File: config.mk
export PLATFORM = sky130hd
export DESIGN_NAME = systolic_seq_ctrl
export DESIGN_NICKNAME = d
export VERILOG_FILES = /design/src/rtl/systolic_pkg.sv /design/src/rtl/systolic_out_window.sv /design/src/rtl/systolic_seq_ctrl.sv
export SDC_FILE = /design/constraint.sdc
export NUM_CORES = 1
export LEC_CHECK = 0
export ABC_CLOCK_PERIOD_IN_PS = 3600
export BUFFER_PORTS_ARGS = -buffer_cell sky130_fd_sc_hd__buf_2
export CORE_ASPECT_RATIO = 1.4
export CORE_MARGIN = 2
export CORE_UTILIZATION = 40
export DETAILED_ROUTE_END_ITERATION = 10
export PLACE_DENSITY_LB_ADDON = 0.05
export SLEW_MARGIN = 10
export SYNTH_ARGS = -nofsm -noshare
export SYNTH_HDL_FRONTEND = slang
export SYNTH_SLANG_ARGS = --single-unit
File: constraint.sdc
create_clock -name clk -period 3.6 [get_ports clk]
set_input_delay 0.36 -clock clk [delete_from_list [all_inputs] [get_ports clk]]
set_output_delay 0.36 -clock clk [all_outputs]
set_load 0.05 [all_outputs]
File: src/rtl/systolic_pkg.sv
// Shared constants, state encoding and tile arithmetic for the systolic job sequencer.
package systolic_pkg;

  localparam int ARRAY_SIZE     = 32;
  localparam int FIRST_OUT      = 33;
  localparam int PARALLEL_START = 65;
  localparam int DIAG_MOD       = 64;
  localparam int MAX_TILES      = 14;

  localparam int CYCLE_W = 9;
  localparam int MIDX_W  = 6;
  localparam int TILES_W = 4;

  typedef enum logic [2:0] {
    ST_IDLE,
    ST_PRELOAD,
    ST_RUN,
    ST_DRAIN,
    ST_DONE
  } seq_state_t;

  // cycle_num at which the last SRAM row of the job is presented to the array
  function automatic logic [CYCLE_W-1:0] last_feed_cycle(input logic [TILES_W-1:0] tiles,
                                                         input int array_size);
    return CYCLE_W'(int'(tiles) * array_size - 1);
  endfunction

  // the last row fed completes its final diagonal PARALLEL_START-1 cycles later
  function automatic logic [CYCLE_W-1:0] last_out_cycle(input logic [TILES_W-1:0] tiles,
                                                        input int array_size);
    return CYCLE_W'(int'(tiles) * array_size - 1 + PARALLEL_START - 1);
  endfunction

endpackage

File: src/rtl/systolic_out_window.sv
// Result window: registers out_valid/first/last, matrix_index and out_waddr from the
// sequencer's next-cycle state, so they line up with the registered cycle_num.
module systolic_out_window
  import systolic_pkg::*;
#(
  parameter int ARRAY_SIZE = 32,
  parameter int FIRST_OUT  = 33
) (
  input  logic               clk,
  input  logic               rst_n,
  input  seq_state_t         state_nxt,
  input  logic [CYCLE_W-1:0] cycle_nxt,
  input  logic [TILES_W-1:0] tiles_nxt,
  output logic               out_valid,
  output logic               out_first,
  output logic               out_last,
  output logic [MIDX_W-1:0]  matrix_index,
  output logic [CYCLE_W-1:0] out_waddr
);

  logic [CYCLE_W-1:0] last_out;
  logic [CYCLE_W-1:0] offset;
  logic               active;
  logic               in_win;

  assign last_out = last_out_cycle(tiles_nxt, ARRAY_SIZE);
  assign active   = (state_nxt == ST_RUN) || (state_nxt == ST_DRAIN);
  assign in_win   = active && (cycle_nxt >= CYCLE_W'(FIRST_OUT)) && (cycle_nxt <= last_out);
  assign offset   = cycle_nxt - CYCLE_W'(FIRST_OUT);

  always_ff @(posedge clk) begin
    if (!rst_n) begin
      out_valid    <= 1'b0;
      out_first    <= 1'b0;
      out_last     <= 1'b0;
      matrix_index <= '0;
      out_waddr    <= '0;
    end else begin
      out_valid    <= in_win;
      out_first    <= in_win && (cycle_nxt == CYCLE_W'(FIRST_OUT));
      out_last     <= in_win && (cycle_nxt == last_out);
      // diagonal select cycles through the 64 diagonals; held at 0 outside the window
      matrix_index <= in_win ? MIDX_W'(offset % CYCLE_W'(DIAG_MOD)) : '0;
      out_waddr    <= in_win ? offset : '0;
    end
  end

endmodule

File: src/rtl/systolic_seq_ctrl.sv
// Job sequencer for the systolic array: SRAM read pacing, array controls, result window.
// Optional build macro SYSTOLIC_CTRL_PERF_EN adds the perf_jobs/perf_active counters.
module systolic_seq_ctrl
  import systolic_pkg::*;
#(
  parameter int ARRAY_SIZE = systolic_pkg::ARRAY_SIZE,
  parameter int ADDR_WIDTH = 9,
  parameter int FIRST_OUT  = systolic_pkg::FIRST_OUT
) (
  input  logic                  clk,
  input  logic                  rst_n,
  input  logic                  start,
  input  logic [3:0]            num_tiles,
  input  logic [ADDR_WIDTH-1:0] base_addr,
  output logic                  busy,
  output logic                  done,
  output logic                  cfg_err,
  output logic                  sram_ren,
  output logic [ADDR_WIDTH-1:0] sram_raddr,
  output logic                  feed_zero,
  output logic                  alu_start,
  output logic [8:0]            cycle_num,
  output logic [5:0]            matrix_index,
  output logic                  out_valid,
  output logic                  out_first,
  output logic                  out_last,
  output logic [8:0]            out_waddr,
  output logic [2:0]            dbg_state
`ifdef SYSTOLIC_CTRL_PERF_EN
  ,
  output logic [15:0]           perf_jobs,
  output logic [31:0]           perf_active
`endif
);

  // Handshake: start is sampled only in IDLE; an accepted start raises busy on the next
  // cycle, and done pulses for one cycle (busy still high) before returning to IDLE.

  seq_state_t              state_q, state_d;
  logic [TILES_W-1:0]      tiles_q, tiles_d;
  logic [ADDR_WIDTH-1:0]   base_q, base_d;
  logic [ADDR_WIDTH-1:0]   raddr_d;
  logic [CYCLE_W-1:0]      cycle_d;
  logic [CYCLE_W-1:0]      last_feed;
  logic [CYCLE_W-1:0]      last_out;
  logic                    busy_d, done_d, cfg_err_d, ren_d, feed_zero_d, alu_d;
  logic                    num_ok;

  assign num_ok    = (num_tiles != '0) && (num_tiles <= TILES_W'(MAX_TILES));
  assign last_feed = last_feed_cycle(tiles_q, ARRAY_SIZE);
  assign last_out  = last_out_cycle(tiles_q, ARRAY_SIZE);
  assign dbg_state = state_q;

  always_comb begin
    state_d     = state_q;
    tiles_d     = tiles_q;
    base_d      = base_q;
    cycle_d     = '0;
    raddr_d     = '0;
    busy_d      = 1'b0;
    done_d      = 1'b0;
    cfg_err_d   = 1'b0;
    ren_d       = 1'b0;
    feed_zero_d = 1'b0;
    alu_d       = 1'b0;
    case (state_q)
      ST_IDLE: begin
        if (start) begin
          if (num_ok) begin
            state_d = ST_PRELOAD;
            tiles_d = num_tiles;
            base_d  = base_addr;
            busy_d  = 1'b1;
            ren_d   = 1'b1;
            raddr_d = base_addr;
          end else begin
            cfg_err_d = 1'b1;
          end
        end
      end
      ST_PRELOAD: begin
        // the row read during PRELOAD arrives with cycle_num 0
        state_d = ST_RUN;
        busy_d  = 1'b1;
        alu_d   = 1'b1;
        cycle_d = '0;
        ren_d   = 1'b1;
        raddr_d = base_q + ADDR_WIDTH'(1);
      end
      ST_RUN: begin
        busy_d  = 1'b1;
        alu_d   = 1'b1;
        cycle_d = cycle_num + 1'b1;
        if (cycle_num == last_feed) begin
          state_d     = ST_DRAIN;
          feed_zero_d = 1'b1;
        end else begin
          ren_d   = (cycle_d < last_feed);
          raddr_d = ren_d ? base_q + ADDR_WIDTH'(cycle_d) + ADDR_WIDTH'(1) : '0;
        end
      end
      ST_DRAIN: begin
        busy_d = 1'b1;
        if (cycle_num == last_out) begin
          state_d = ST_DONE;
          done_d  = 1'b1;
        end else begin
          alu_d       = 1'b1;
          feed_zero_d = 1'b1;
          cycle_d     = cycle_num + 1'b1;
        end
      end
      ST_DONE: begin
        state_d = ST_IDLE;
      end
      default: begin
        state_d = ST_IDLE;
      end
    endcase
  end

  always_ff @(posedge clk) begin
    if (!rst_n) begin
      state_q    <= ST_IDLE;
      tiles_q    <= '0;
      base_q     <= '0;
      cycle_num  <= '0;
      busy       <= 1'b0;
      done       <= 1'b0;
      cfg_err    <= 1'b0;
      sram_ren   <= 1'b0;
      sram_raddr <= '0;
      feed_zero  <= 1'b0;
      alu_start  <= 1'b0;
    end else begin
      state_q    <= state_d;
      tiles_q    <= tiles_d;
      base_q     <= base_d;
      cycle_num  <= cycle_d;
      busy       <= busy_d;
      done       <= done_d;
      cfg_err    <= cfg_err_d;
      sram_ren   <= ren_d;
      sram_raddr <= raddr_d;
      feed_zero  <= feed_zero_d;
      alu_start  <= alu_d;
    end
  end

  systolic_out_window #(
    .ARRAY_SIZE (ARRAY_SIZE),
    .FIRST_OUT  (FIRST_OUT)
  ) u_out_window (
    .clk          (clk),
    .rst_n        (rst_n),
    .state_nxt    (state_d),
    .cycle_nxt    (cycle_d),
    .tiles_nxt    (tiles_d),
    .out_valid    (out_valid),
    .out_first    (out_first),
    .out_last     (out_last),
    .matrix_index (matrix_index),
    .out_waddr    (out_waddr)
  );

`ifdef SYSTOLIC_CTRL_PERF_EN
  always_ff @(posedge clk) begin
    if (!rst_n) begin
      perf_jobs   <= '0;
      perf_active <= '0;
    end else begin
      if (done && (perf_jobs != '1)) begin
        perf_jobs <= perf_jobs + 16'd1;
      end
      if (alu_start && (perf_active != '1)) begin
        perf_active <= perf_active + 32'd1;
      end
    end
  end
`endif

endmodule
==> Implementation_results.wiki <==
{| class="wikitable"
! Metric !! Value
|-
| Clk sink count || 52
|-
| Post-synthesis register bit count || 52
|-
| Remaining DRCs || 0
|-
| Least setup slack across all paths after layout || 0.2872 ns
|-
| Starting Density || 0.4068
|-
| Clock-pin slew reported for the worst setup and hold paths after clock tree synthesis || 0.11 ns
|-
| Number of CTS-inserted buffers || 5
|-
| Die Ht || 108.4 um
|-
| Post-Route Utilization || 0.4944
|-
| Number of setup violations in the final report || 0
|-
| Post-Synthesis Mean Instance Area || 8.556 um2
|-
| Number of enable flip-flop cells after synthesis || 0
|-
| Top Ports || 61
|-
| Signal arrival time at the worst endpoint || 3.52 ns
|-
| Cell Chain, Critical Path || inv_1 -> ha_4 -> xnor2_2 -> inv_1 -> ha_1 -> xnor2_1 -> and4b_1 -> nand3_2 -> nand2_2 -> nor2_1 -> ha_1 -> and4_1 -> nand2_1 -> nor4_1 -> a31oi_1 -> a41oi_2 -> nand3b_4 -> a21oi_1
|-
| Aggregate global-route resource usage || 0.1889
|-
| Cell area after synthesis || 3114 um2
|-
| Maximum fanout along the worst path || 5
|-
| Class of the worst hold path || in2reg
|-
| Number of nets in the finished design || 480
|-
| Max frequency || 301.9 MHz
|-
| Layout filler cell count || 777
|-
| Filler-free cell count of the finished design || 540
|-
| Cell count after placement || 530
|-
| Fin Clk Skew || 0.01076 ns
|-
| Initial drt markers || 108
|-
| Endpoint type of the worst setup path || flip-flop
|-
| Maximum clock path buffer count || 2
|-
| Via density per instance || 5.204
|-
| First-pass detailed-route iteration total || 7
|-
| CTS tree || yes
|-
| Count of H-tree levels built during CTS || 2
|-
| Core Rows || 38
|-
| Share of final-layout standard cells stronger than drive strength 1 || 0.2500
|-
| Synthesis-to-layout area growth || 21.53%
|-
| DR WL/cell || 14.48 um
|-
| Outcome || completed
|-
| Die area || 8518 um2
|-
| Register area share after synthesis || 0.3343
|-
| Post-Synthesis Cells || 364
|-
| Detail Placement HPWL || 6114 um
|-
| Buffers plus inverters on the worst setup path || 2
|-
| Required time of the worst setup path || 3.81 ns
|-
| Fraction of registers with async set/reset || 0
|-
| Total nets after synthesis || 405
|-
| Number of antenna-violating nets in the routed design || 0
|-
| Overall routed net length || 7819 um
|-
| Remaining global-route overflow || 0
|-
| Max-slew violation count || 0
|-
| Time the worst path needs with I/O delays and setup || 3.313 ns
|-
| Vias || 2810
|-
| Worst path max stage delay || 0.35 ns
|-
| GPL Wtd Cong || 0.8874
|-
| Placement Setup Slack || 0.1012 ns
|-
| Number of global-route vias before repair || 2665
|-
| Total power per unit cell area || 343.3 nW/um2
|-
| Category of cells accounting for the largest share of critical-path delay || simple AND/OR/NAND/NOR gates
|-
| Wire length of the first global-routing pass || 12730 um
|-
| Critical path start-end classification || reg2reg
|-
| PortBufs || 60
|-
| CP Launch Type || flip-flop
|-
| Clock root buffer master || sky130_fd_sc_hd__clkbuf_8
|-
| Primary FF master, synth || sky130_fd_sc_hd__dfxtp_1
|-
| Worst-margin pin slew || 0.5678 ns
|-
| Insertion delay to the later sink of the worst-skew pair || 0.31 ns
|-
| Final critical-path share of the clock period || 0.9202
|-
| Slowest-stage cell, CP || sky130_fd_sc_hd__dfxtp_2
|-
| Number of hold violations in the final report || 0
|-
| Maximum number of pins on one net before global-route repair || 25
|-
| Post-Route Hold Slack || 0.3015 ns
|-
| Yosys warning total || 0
|-
| Lkg Pwr || 0.001827 uW
|-
| Maxcap violations || 0
|-
| Horizontal extent of the die || 78.58 um
|-
| Number of inserted diodes || 0
|-
| Number of antenna violations at the first check in global routing || 0
|-
| Cell variety after synth || 50
|-
| Rel. slew slack || 0.6215
|-
| Setup Total Neg Slack || 0 ns
|-
| Largest vdd supply drop || 0.0001433 V
|-
| Core Region || 7655 um2
|-
| Setup slack of the worst register-to-register path || 0.29 ns
|}
-- final timing paths --
check,from,endpoint,cells past startpoint
setup / recovery,tiles_q[1],u_out_window.out_waddr[8],18
hold / removal,base_addr[2],base_q[2],3
setup reg to reg,tiles_q[1],u_out_window.out_waddr[8],18
hold reg to reg,base_q[8],base_q[8],2
-- cell families after synthesis --
| logic type | share of synthesized area |
|---|---|
| buffers and inverters | 0.06307 |
| AOI/OAI and AO/OA | 0.1430 |
| muxes | 0.01647 |
| adders and majority gates | 0.1029 |
| DFF | 0.3343 |
| xor gates and xnor gates | 0.1201 |
| and+or+nand+nor | 0.2202 |
-- layout make-up --
class	instances	area (um2)	share of cell area
multi-input combinational	269	1938	0.5121
clock buffer	5	68.82	0.01818
clock inverter	3	25.02	0.006612
timing repair buffer	85	488.0	0.1289
sequential	52	1042	0.2754
inverter	26	97.59	0.02579
tap	100	125.1	0.03306
-- layer usage --
metal	part of all wire	track usage	vias to the layer above	wire length [um]
met5	0	0	-	0
met4	0.015	0.05138	0	119
met3	0.042	0.02838	9	326
met2	0.54	0.3541	74	4196
met1	0.41	0.2208	1327	3177
li1	-	-	1400	-
-- tightest hold or removal path, delay by kind of cell --
kind                   cells  cell delay [ns]
AOI/OAI and AO/OA          1             0.06
buffers and inverters      1             0.10
and+or+nand+nor            1             0.04
-- placed cells by master, fill, tap and decap left out, types with 3 or more instances in the layout --
cell                       synthesis  final
sky130_fd_sc_hd__and3_1            6      6
sky130_fd_sc_hd__dfxtp_1          52     51
sky130_fd_sc_hd__mux2i_1           4      4
sky130_fd_sc_hd__o21ai_0           4      4
sky130_fd_sc_hd__ha_1             24     23
sky130_fd_sc_hd__nor2b_1           9      9
sky130_fd_sc_hd__a21boi_0          9      9
sky130_fd_sc_hd__nor3_2            2      3
sky130_fd_sc_hd__nor2_1           42     42
sky130_fd_sc_hd__nor4_1            4      4
sky130_fd_sc_hd__nand4_1           3      3
sky130_fd_sc_hd__a21oi_1          18     18
sky130_fd_sc_hd__o21a_1            3      3
sky130_fd_sc_hd__clkbuf_8          0      5
sky130_fd_sc_hd__a31oi_1           3      3
sky130_fd_sc_hd__buf_4             6     25
sky130_fd_sc_hd__buf_2             5     60
sky130_fd_sc_hd__inv_1            26     26
sky130_fd_sc_hd__a21o_1            3      3
sky130_fd_sc_hd__nand2b_1          6      6
sky130_fd_sc_hd__a222oi_1          8      8
sky130_fd_sc_hd__xnor2_1          24     23
sky130_fd_sc_hd__nand2_1          34     33
sky130_fd_sc_hd__xor2_1           14     14
sky130_fd_sc_hd__nor3_1           12     11
sky130_fd_sc_hd__nand3_1          10      9
-- cell usage after synthesis, types with 5 or more instances --
| cell type | n | area share |
|---|---|---|
| sky130_fd_sc_hd__nor2b_1 | 9 | 0.018 |
| sky130_fd_sc_hd__a21boi_0 | 9 | 0.022 |
| sky130_fd_sc_hd__inv_1 | 26 | 0.031 |
| sky130_fd_sc_hd__nand3_1 | 10 | 0.016 |
| sky130_fd_sc_hd__and3_1 | 6 | 0.012 |
| sky130_fd_sc_hd__nand2b_1 | 6 | 0.012 |
| sky130_fd_sc_hd__xnor2_1 | 24 | 0.067 |
| sky130_fd_sc_hd__xor2_1 | 14 | 0.039 |
| sky130_fd_sc_hd__a222oi_1 | 8 | 0.026 |
| sky130_fd_sc_hd__buf_2 | 5 | 0.0080 |
| sky130_fd_sc_hd__ha_1 | 24 | 0.096 |
| sky130_fd_sc_hd__dfxtp_1 | 52 | 0.33 |
| sky130_fd_sc_hd__nor3_1 | 12 | 0.019 |
| sky130_fd_sc_hd__a21oi_1 | 18 | 0.029 |
| sky130_fd_sc_hd__buf_4 | 6 | 0.014 |
| sky130_fd_sc_hd__nand2_1 | 34 | 0.041 |
| sky130_fd_sc_hd__nor2_1 | 42 | 0.051 |
-- flip-flops by register name, summed over array words and instances, names as in the netlist, 3 cells and up --
name                    cells
sram_raddr                  9
u_out_window.out_waddr      9
tiles_q                     4
base_q                      9
dbg_state                   3
cycle_num                   9
-- through the flow --
stage / power (uW) / instance area (um2)
final: 1299 / 3785
after CTS: 1303 / 3724
after global routing: 1371 / 3785
after global placement: 942.3 / 3630
after floorplan: 851.8 / 3114
after detailed placement: 946.0 / 3630
-- power breakdown --
part / total, uW / leakage, uW / switching, uW / internal [uW]
registers: 617 / 0.000423 / 17.7 / 599
logic: 328 / 0.00136 / 196 / 132
clock network: 354 / 0.0000452 / 212 / 142
-- repair_timing --
action / 4_1_cts / 5_1_grt
setup endpoints to repair: 0 / 11
hold buffers: 0 / 0
gates resized for setup: 0 / 7
buffers inserted: 0 / 1
Note: power is estimated with default switching activity, not from simulation.
